<file path="src/rtl/regfile_dump_ctrl_pkg.sv">
// Shared CPU debug definitions for the register-file dump controller:
// FSM state encoding, register count default and byte framing constants.
package regfile_dump_ctrl_pkg;

    localparam int NUM_REGS_DEFAULT = 32;
    localparam int BYTES_PER_REG    = 4;
    localparam int BYTE_W           = 8;
    localparam int REG_ADDR_W       = 5;

    typedef enum logic [2:0] {
        ST_IDLE = 3'd0,
        ST_LOAD = 3'd1,
        ST_SEND = 3'd2,
        ST_NEXT = 3'd3,
        ST_DONE = 3'd4
    } dump_state_e;

    function automatic logic [REG_ADDR_W-1:0] next_index(input logic [REG_ADDR_W-1:0] idx);
        return idx + 5'd1;
    endfunction

endpackage

</file>
<file path="src/rtl/regfile_dump_ctrl_if.sv">
// Register-file read port and UART byte handshake between the dump
// controller (master) and its environment (slave).
interface regfile_dump_ctrl_if
    import regfile_dump_ctrl_pkg::*;
#(
    parameter int DATA_WIDTH = 32
);
    logic [REG_ADDR_W-1:0] o_rf_addr;
    logic [DATA_WIDTH-1:0] i_rf_data;
    logic [BYTE_W-1:0]     o_tx_data;
    logic                  o_tx_valid;
    logic                  i_tx_ready;

    modport master (
        output o_rf_addr,
        output o_tx_data,
        output o_tx_valid,
        input  i_rf_data,
        input  i_tx_ready
    );

    modport slave (
        input  o_rf_addr,
        input  o_tx_data,
        input  o_tx_valid,
        output i_rf_data,
        output i_tx_ready
    );
endinterface

</file>
<file path="src/rtl/regfile_dump_ctrl_word_serializer.sv">
// Splits one register word into bytes, least significant first, over a
// valid/ready handshake; pulses word_done on the final byte transfer.
module regfile_dump_ctrl_word_serializer
    import regfile_dump_ctrl_pkg::*;
#(
    parameter int DATA_WIDTH = 32
) (
    input  logic                  clk,
    input  logic                  i_rst,
    input  logic                  load,
    input  logic [DATA_WIDTH-1:0] word,
    input  logic                  tx_ready,
    output logic [BYTE_W-1:0]     tx_data,
    output logic                  tx_valid,
    output logic                  word_done
);
    localparam int CNT_W = $clog2(BYTES_PER_REG);
    localparam logic [CNT_W-1:0] LAST_BYTE = CNT_W'(BYTES_PER_REG - 1);

    logic [DATA_WIDTH-1:0] shift_r;
    logic [CNT_W-1:0]      cnt_r;
    logic [BYTE_W-1:0]     tx_data_r;
    logic                  tx_valid_r;
    logic                  xfer_s;

    assign xfer_s    = tx_valid_r && tx_ready;
    assign word_done = xfer_s && (cnt_r == LAST_BYTE);
    assign tx_data   = tx_data_r;
    assign tx_valid  = tx_valid_r;

    // tx_data is a separate register so it holds the last byte once the
    // shift register has drained to zero.
    always_ff @(posedge clk) begin
        if (i_rst) begin
            shift_r    <= '0;
            cnt_r      <= '0;
            tx_data_r  <= 8'h00;
            tx_valid_r <= 1'b0;
        end else if (load) begin
            shift_r    <= word;
            cnt_r      <= '0;
            tx_data_r  <= word[BYTE_W-1:0];
            tx_valid_r <= 1'b1;
        end else if (xfer_s) begin
            shift_r <= shift_r >> BYTE_W;
            cnt_r   <= cnt_r + 1'b1;
            if (cnt_r == LAST_BYTE) begin
                tx_valid_r <= 1'b0;
            end else begin
                tx_data_r <= shift_r[2*BYTE_W-1:BYTE_W];
            end
        end else begin
            shift_r <= shift_r;
        end
    end

endmodule

</file>
<file path="src/rtl/regfile_dump_ctrl.sv">
// Dumps registers 0..NUM_REGS-1 of a halted CPU to a UART byte stream,
// borrowing register-file read port 1 while the dump runs.
module regfile_dump_ctrl
    import regfile_dump_ctrl_pkg::*;
#(
    parameter int DATA_WIDTH = 32,
    parameter int NUM_REGS   = NUM_REGS_DEFAULT
) (
    input  logic                  clk,
    input  logic                  i_rst,
    input  logic                  i_start,
    input  logic                  i_halted,
    input  logic [REG_ADDR_W-1:0] i_cpu_addr,
    output logic                  o_busy,
    output logic                  o_done,
    regfile_dump_ctrl_if.master   bus
);
    localparam logic [REG_ADDR_W-1:0] LAST_IDX = REG_ADDR_W'(NUM_REGS - 1);

    dump_state_e           state_r;
    logic [REG_ADDR_W-1:0] index_r;
    logic                  busy_r;
    logic                  done_r;
    logic                  load_s;
    logic                  word_done_s;

    assign load_s = (state_r == ST_LOAD);
    assign o_busy = busy_r;
    assign o_done = done_r;

    // Read port 1 belongs to the pipeline only while idle.
    always_comb begin
        bus.o_rf_addr = index_r;
        if (state_r == ST_IDLE) begin
            bus.o_rf_addr = i_cpu_addr;
        end else begin
            bus.o_rf_addr = index_r;
        end
    end

    regfile_dump_ctrl_word_serializer #(
        .DATA_WIDTH (DATA_WIDTH)
    ) u_ser (
        .clk       (clk),
        .i_rst     (i_rst),
        .load      (load_s),
        .word      (bus.i_rf_data),
        .tx_ready  (bus.i_tx_ready),
        .tx_data   (bus.o_tx_data),
        .tx_valid  (bus.o_tx_valid),
        .word_done (word_done_s)
    );

    // Dump sequencer; busy/done are registered alongside the state so they
    // change on exactly the edges that enter or leave IDLE/DONE.
    always_ff @(posedge clk) begin
        if (i_rst) begin
            state_r <= ST_IDLE;
            index_r <= 5'd0;
            busy_r  <= 1'b0;
            done_r  <= 1'b0;
        end else begin
            case (state_r)
                ST_IDLE: begin
                    done_r <= 1'b0;
                    if (i_start && i_halted) begin
                        state_r <= ST_LOAD;
                        index_r <= 5'd0;
                        busy_r  <= 1'b1;
                    end else begin
                        busy_r <= 1'b0;
                    end
                end
                ST_LOAD: begin
                    state_r <= ST_SEND;
                end
                ST_SEND: begin
                    if (word_done_s) begin
                        state_r <= ST_NEXT;
                    end else begin
                        state_r <= ST_SEND;
                    end
                end
                ST_NEXT: begin
                    if (index_r == LAST_IDX) begin
                        state_r <= ST_DONE;
                        done_r  <= 1'b1;
                    end else begin
                        index_r <= next_index(index_r);
                        state_r <= ST_LOAD;
                    end
                end
                ST_DONE: begin
                    state_r <= ST_IDLE;
                    done_r  <= 1'b0;
                    busy_r  <= 1'b0;
                end
                default: begin
                    state_r <= ST_IDLE;
                    busy_r  <= 1'b0;
                    done_r  <= 1'b0;
                end
            endcase
        end
    end

endmodule

</file>
<file path="src/flat_wrapper.sv">
// flat-port wrapper written by rule: the top's interface ports become plain ports
module regfile_dump_ctrl_flat import regfile_dump_ctrl_pkg::*;
#(
    parameter int DATA_WIDTH = 32,
    parameter int NUM_REGS   = NUM_REGS_DEFAULT
)
  (clk, i_rst, i_start, i_halted, i_cpu_addr, o_busy, o_done, bus_o_rf_addr, bus_o_tx_data, bus_o_tx_valid, bus_i_rf_data, bus_i_tx_ready);
  regfile_dump_ctrl_if #(.DATA_WIDTH(DATA_WIDTH)) bus_i ();
  input  logic clk;
  input  logic i_rst;
  input  logic i_start;
  input  logic i_halted;
  input  logic [REG_ADDR_W-1:0] i_cpu_addr;
  output logic o_busy;
  output logic o_done;
  output wire logic [$bits(bus_i.o_rf_addr)-1:0] bus_o_rf_addr;
  output wire logic [$bits(bus_i.o_tx_data)-1:0] bus_o_tx_data;
  output wire logic [$bits(bus_i.o_tx_valid)-1:0] bus_o_tx_valid;
  input wire logic [$bits(bus_i.i_rf_data)-1:0] bus_i_rf_data;
  input wire logic [$bits(bus_i.i_tx_ready)-1:0] bus_i_tx_ready;
  assign bus_o_rf_addr = bus_i.o_rf_addr;
  assign bus_o_tx_data = bus_i.o_tx_data;
  assign bus_o_tx_valid = bus_i.o_tx_valid;
  assign bus_i.i_rf_data = bus_i_rf_data;
  assign bus_i.i_tx_ready = bus_i_tx_ready;
  regfile_dump_ctrl #(.DATA_WIDTH(DATA_WIDTH), .NUM_REGS(NUM_REGS)) u_core (.clk(clk), .i_rst(i_rst), .i_start(i_start), .i_halted(i_halted), .i_cpu_addr(i_cpu_addr), .o_busy(o_busy), .o_done(o_done), .bus(bus_i));
endmodule
</file>
<file path="config.mk">
export PLATFORM = sky130hd
export DESIGN_NAME = regfile_dump_ctrl_flat
export DESIGN_NICKNAME = d
export VERILOG_FILES = /design/src/rtl/regfile_dump_ctrl_pkg.sv /design/src/rtl/regfile_dump_ctrl_if.sv /design/src/rtl/regfile_dump_ctrl_word_serializer.sv /design/src/rtl/regfile_dump_ctrl.sv /design/src/flat_wrapper.sv
export SDC_FILE = /design/constraint.sdc
export NUM_CORES = 1
export LEC_CHECK = 0
export BUFFER_PORTS_ARGS = -buffer_cell sky130_fd_sc_hd__buf_2
export CORE_UTILIZATION = 55
export DETAILED_ROUTE_END_ITERATION = 10
export PLACE_DENSITY = 0.84
export SLEW_MARGIN = 20
export SYNTH_ARGS = -nofsm -noshare
export SYNTH_HDL_FRONTEND = slang
export SYNTH_SLANG_ARGS = --single-unit
</file>
<file path="constraint.sdc">
create_clock -name clk -period 5.6 [get_ports clk]
set_input_delay 0 -clock clk [delete_from_list [all_inputs] [get_ports clk]]
set_output_delay 0 -clock clk [all_outputs]
set_load 0.005 [all_outputs]
</file>
==> results of run 1 <==
-- final timing paths --
| path | start | cells after the start | slack (ns) | endpoint |
|---|---|---|---|---|
| max | u_core.u_ser.tx_valid | 4 | 3.11 | u_core.u_ser.tx_data[4] |
| min | bus_i_rf_data[12] | 3 | 0.007 | u_core.u_ser.shift_r[12] |
| max reg2reg | u_core.u_ser.tx_valid | 4 | 3.11 | u_core.u_ser.tx_data[4] |
| min reg2reg | u_core.u_ser.shift_r[30] | 2 | 0.47 | u_core.u_ser.shift_r[30] |
-- worst max-delay path, stage by stage (launching register included) --
cell and delay, ns:
dfxtp_1 0.71, nand2_1 0.71, o21ai_4 0.63, nor2_1 0.08, a311oi_1 0.26
-- cells in the mapped netlist (2+ instances only) --
cell type / instances / area share
nand2b_1: 3 / 0.0091
ha_1: 3 / 0.018
nand2_1: 46 / 0.083
a21oi_1: 11 / 0.027
a311oi_1: 22 / 0.093
o21ai_0: 5 / 0.012
buf_2: 7 / 0.017
and2_1: 2 / 0.0060
nand3_1: 29 / 0.070
dfxtp_1: 45 / 0.44
buf_6: 3 / 0.016
nor2_2: 2 / 0.0060
clkbuf_1: 9 / 0.016
a311oi_2: 2 / 0.015
nor2_1: 24 / 0.044
nor3_1: 4 / 0.0097
a21o_1: 2 / 0.0073
mux2_2: 5 / 0.027
-- power by group --
part | total (mW) | internal (mW) | switching, mW | leakage, nW
Clock | 0.195 | 0.0888 | 0.106 | 0.0395
Sequential | 0.441 | 0.387 | 0.0540 | 0.367
Combinational | 0.291 | 0.135 | 0.156 | 0.651
Total | 0.927 | 0.611 | 0.316 | 1.06
-- state kept, by name (all words and copies together), names as in the netlist --
register,cells
u_core.o_busy,1
u_core.index_r,5
u_core.u_ser.cnt_r,2
u_core.u_ser.tx_valid,1
u_core.state_r,3
u_core.u_ser.shift_r,24
u_core.o_done,1
u_core.u_ser.tx_data,8
-- area by class of cell --
cell class / instances / area [µm²] / share of cell area
multi-input combinational: 177 / 1041 / 0.3934
tap: 46 / 57.56 / 0.02175
inverter: 1 / 3.754 / 0.001418
timing repair buffer: 85 / 563.0 / 0.2128
clock buffer: 8 / 80.08 / 0.03026
sequential: 45 / 900.9 / 0.3404
-- cell families after synthesis --
kind of cell | Yosys count | share of synthesized area
AND/OR/NAND/NOR | 118 | 0.2614
AO/OA/AOI/OAI | 48 | 0.1803
flip-flops | 45 | 0.4356
buffers and inverters | 23 | 0.06412
multiplexers | 6 | 0.03206
adder cells (fa/ha/maj) | 3 | 0.01815
XOR/XNOR | 2 | 0.008471
-- layer usage --
layer / global-route usage / wire [µm] / up-vias / part of all wire
li1: - / - / 1022 / -
met1: 0.3020 / 2110 / 913 / 0.45
met2: 0.3910 / 2224 / 66 / 0.47
met3: 0.06159 / 295 / 4 / 0.063
met4: 0.1023 / 60 / 0 / 0.013
met5: 0 / 0 / - / 0
-- metrics by stage --
| step | hold WS (ns) | utilization | cell area, µm² |
|---|---|---|---|
| after CTS | 0.003453 | 0.7612 | 2640 |
| after floorplan | 0.1298 | - | 2068 |
| after global placement | 0.2407 | 0.6602 | 2290 |
| after global routing | 0.006678 | 0.7630 | 2646 |
| final | 0.006966 | 0.7630 | 2646 |
| after detailed placement | 0.2453 | 0.6602 | 2290 |
-- timing repair --
item	4_1_cts	5_1_grt
resized for setup	0	0
hold buffers	27	0
hold endpoints to repair	27	0
==> impl_metrics.toml, run 1 <==
[worst_setup_path]
worstPathArrival_ns = 2.70
crit_path_max_fanout = 27
worstSetupStartpointType = "flip-flop"
crit_required_ns = 5.81
worstSetupEndpointType = "flip-flop"
crit_type = "flip-flop to flip-flop"

[synth]
synth_seq_area_share = 0.4356
syn_area_per_cell_um2 = 8.442
synth_cells = 245
synth-edff-count = 0
async_reset_ff_frac = 0
syn_nets = 290
yosysWarnings = 0
synth.distinct_cells = 39
ys_seq_elements = 45
synthFlopType = "dfxtp_1"
synth_area_um2 = 2068

[floorplanning]
coreArea_um2 = 3468
num_io_pins = 58
initial_core_util = 0.5963
dieArea_um2 = 4009
die_h_um = 63.32
die_w_um = 63.32
rows = 21

[sta]
worst_pin_slew_ns = 0.9158
tns_ns = 0
hold_viol = 0
slew_headroom = 0.3880
setup_violations = 0
rsz0062_at_grt = "false"
slew_violations = 0
finalCriticalPeriod_ns = 2.491
skew_ns = 0.007049
max_freq_ghz = 0.4015
timing.final.ws_setup_ns = 3.109
period_share = 0.4447

[flow_run]
maxCapViolations = 0

[clock_network]
h-tree-depth = 2
clkSinkCount = 45
post_cts_buffers = 0
cts.reportedPaths.clkPinSlew_ns = 0.08
clkLatencyLatePin_ns = 0.30
cts_made_buffers = 5
root_buffer = "clkbuf_8"
clk_path_buf_depth = 2
cts_tree = "done"

[drt]
routedWlPerCell_um = 12.96
dr.pass1.iters = 4
wl_um = 4691
route.antenna.remaining_nets = 0
dr_total_vias = 2005
drt_iter0_drc = 147
drc = 0
viasPerCell = 5.539

[worst_hold_path]
hp-class = "primary input to flip-flop"

[finish]
drive_gt1_frac = 0.2342
antenna-diode-count = 0
nets = 360
layout_commonest_cell = "buf_2"
final_cell_mix = "buf_2 (57), nand2_1 (46), dfxtp_1 (45)"
finalNonFillerCells = 362
fillers = 263
syn2layout_area_growth_pct = 27.95

[pwr]
irDropWorstVdd_v = 0.0002002
p_leak_nw = 1.058
finalPower_mw = 0.9271
p_per_area_nw_per_um2 = 350.4

[global_route]
grt.total_usage = 0.2416
grt_pass1_vias = 1641
grt_max_degree = 50
globalRoute.totalOverflow = 0
antenna_found_initial = 0
grt_pass1_wl_um = 7472

[placed_design]
io_buffers = 57
gp_congestion = 0.7503
pre_cts_ws_ns = 3.124
hpwlAfterDp_um = 2845
dp_cells = 327

[run_status]
status = "complete, no violations"
Note: power is estimated with default switching activity, not from simulation.
==> run 2, diff against run 1 <==
CORE_UTILIZATION = 46   (was 55)
PLACE_DENSITY = 0.75   (was 0.84)
clock period = 2 ns   (was 5.6 ns; I/O delays follow)
==> impl_metrics.toml, run 2 (synthesis gave the netlist of run 1 again) <==
[run_status]
status = "complete, no violations"

[global_route]
grt.total_usage = 0.2101
grt_max_degree = 27
antenna_found_initial = 0
grt_pass1_vias = 1859
grtUsageMet2 = 0.3506
busiest_layer = "met2"
met3_usage = 0.04825
grt_pass1_wl_um = 8176
globalRoute.totalOverflow = 0
use_met1 = 0.2676

[worst_setup_path]
r2r_end = "u_core.index_r[3]"
crit_top_cell = "ha_1"
crit_buf_inv = 1
worstPathArrival_ns = 2.02
worstSetupStartpointType = "flip-flop"
crit_family = "adder cells"
cp-startpoint = "u_core.index_r[0]"
crit_chain = "ha_1, and3_1, ha_1, nand3b_1, a21oi_1, buf_4, o21ai_0, a21o_1"
r2r_cells = 8
cp_slowest_cell = "dfxtp_1"
crit_type = "flip-flop to flip-flop"
crit_path_max_fanout = 7
regToRegStartpoint = "u_core.index_r[0]"
rrSetupSlack_ns = 0.18
crit_required_ns = 2.19
slowest_delay_ns = 0.36
worstSetupEndpointType = "flip-flop"

[pwr]
finalPower_mw = 2.771
p_leak_nw = 1.122
p_per_area_nw_per_um2 = 1010
irDropWorstVdd_v = 0.0006589

[clock_network]
root_buffer = "clkbuf_8"
cts_made_buffers = 5
h-tree-depth = 2
cts.reportedPaths.clkPinSlew_ns = 0.08
post_cts_buffers = 0
ctsResizeCount = 0
cts_tree = "done"
cts-hold-fix-buffers = 26
clkSinkCount = 45
clkLatencyLatePin_ns = 0.29
clk_path_buf_depth = 2

[floorplanning]
rows = 24
num_io_pins = 58
initial_core_util = 0.4783
dieArea_um2 = 4769
coreArea_um2 = 4324
die_h_um = 69.06
die_w_um = 69.06

[worst_hold_path]
min-delay-start = "bus_i_rf_data[6]"
hp-class = "primary input to flip-flop"
hold_depth = 3
hold_end = "u_core.u_ser.tx_data[6]"

[placed_design]
io_buffers = 57
gp_congestion = 0.7775
place_area_um2 = 2380
hpwlAfterDp_um = 3189

[finish]
drive_gt1_frac = 0.2677
top_register = "u_core.u_ser.shift_r"
antenna-diode-count = 0
nets = 370
final_cell_mix = "buf_2 (57), nand2_1 (46), dfxtp_1 (45)"
syn2layout_area_growth_pct = 32.67
final_area_um2 = 2744
largest_register_ffs = 24
layout_commonest_cell = "buf_2"

[drt]
dr_total_vias = 2038
dr.pass1.iters = 4
viasPerCell = 5.406
route.antenna.remaining_nets = 0
drt_iter0_drc = 99
wl_um = 4865
drc = 0
routedWlPerCell_um = 12.90

[sta]
tns_ns = 0
rsz0062_at_grt = "false"
worst_pin_slew_ns = 0.6211
max_freq_ghz = 0.5488
hold_viol = 0
finalCriticalPeriod_ns = 1.822
slew_headroom = 0.5803
setup_violations = 0
fin_hold_ws_ns = 0.006660
skew_ns = 0.007718
period_share = 0.9111
slew_violations = 0

[flow_run]
maxCapViolations = 0
[run 2: changes by cell type in the layout (fill, tap and decap cells not counted)]
cell,before,now
clkinv_2,0,1
nor3_2,0,1
buf_4,1,12
nor3_4,1,0
bufinv_16,0,1
clkbuf_1,3,0
dlygate4sd3_1,27,26
[run 2: worst max path at each step]
stage	to	slack, ns	depth (start not counted)
final	u_core.index_r[3]	0.18	8
after CTS	u_core.index_r[3]	0.20	8
after global placement	u_core.index_r[3]	0.28	8
after global routing	u_core.index_r[3]	0.11	8
after floorplan	u_core.index_r[3]	0.20	7
after detailed placement	u_core.index_r[2]	0.23	8
[run 2: worst register-to-register path: stages, from the launching register on]
cell      delay, ns
dfxtp_1        0.36
ha_1           0.24
and3_1         0.19
ha_1           0.20
nand3b_1       0.17
a21oi_1        0.13
buf_4          0.16
o21ai_0        0.08
a21o_1         0.19
[run 2: area by class of cell]
type / instances / area (µm²)
tap: 52 / 65.06
fill: 403 / 1580
sequential: 45 / 900.9
timing repair buffer: 95 / 635.6
inverter: 1 / 3.754
clock inverter: 2 / 35.03
multi-input combinational: 177 / 1035
clock buffer: 5 / 68.82
[run 2: layer usage]
metal | routed length [µm] | share of wire | up-vias
li1 | - | - | 1033
met1 | 2325 | 0.48 | 929
met2 | 2248 | 0.46 | 65
met3 | 231 | 0.047 | 11
met4 | 59 | 0.012 | 0
met5 | 0 | 0 | -
[run 2: through the flow]
step	instances	setup slack, ns	util
floorplan	245	0.1996	-
global placement	344	0.2753	0.5503
detailed placement	344	0.2274	0.5503
CTS	377	0.1966	0.6345
global route	377	0.1127	0.6345
finish	377	0.1778	0.6345
[run 2: power breakdown]
part | switching (mW) | total [mW] | internal, mW
sequential | 0.107 | 1.19 | 1.08
clock | 0.294 | 0.657 | 0.363
combinational | 0.493 | 0.922 | 0.429
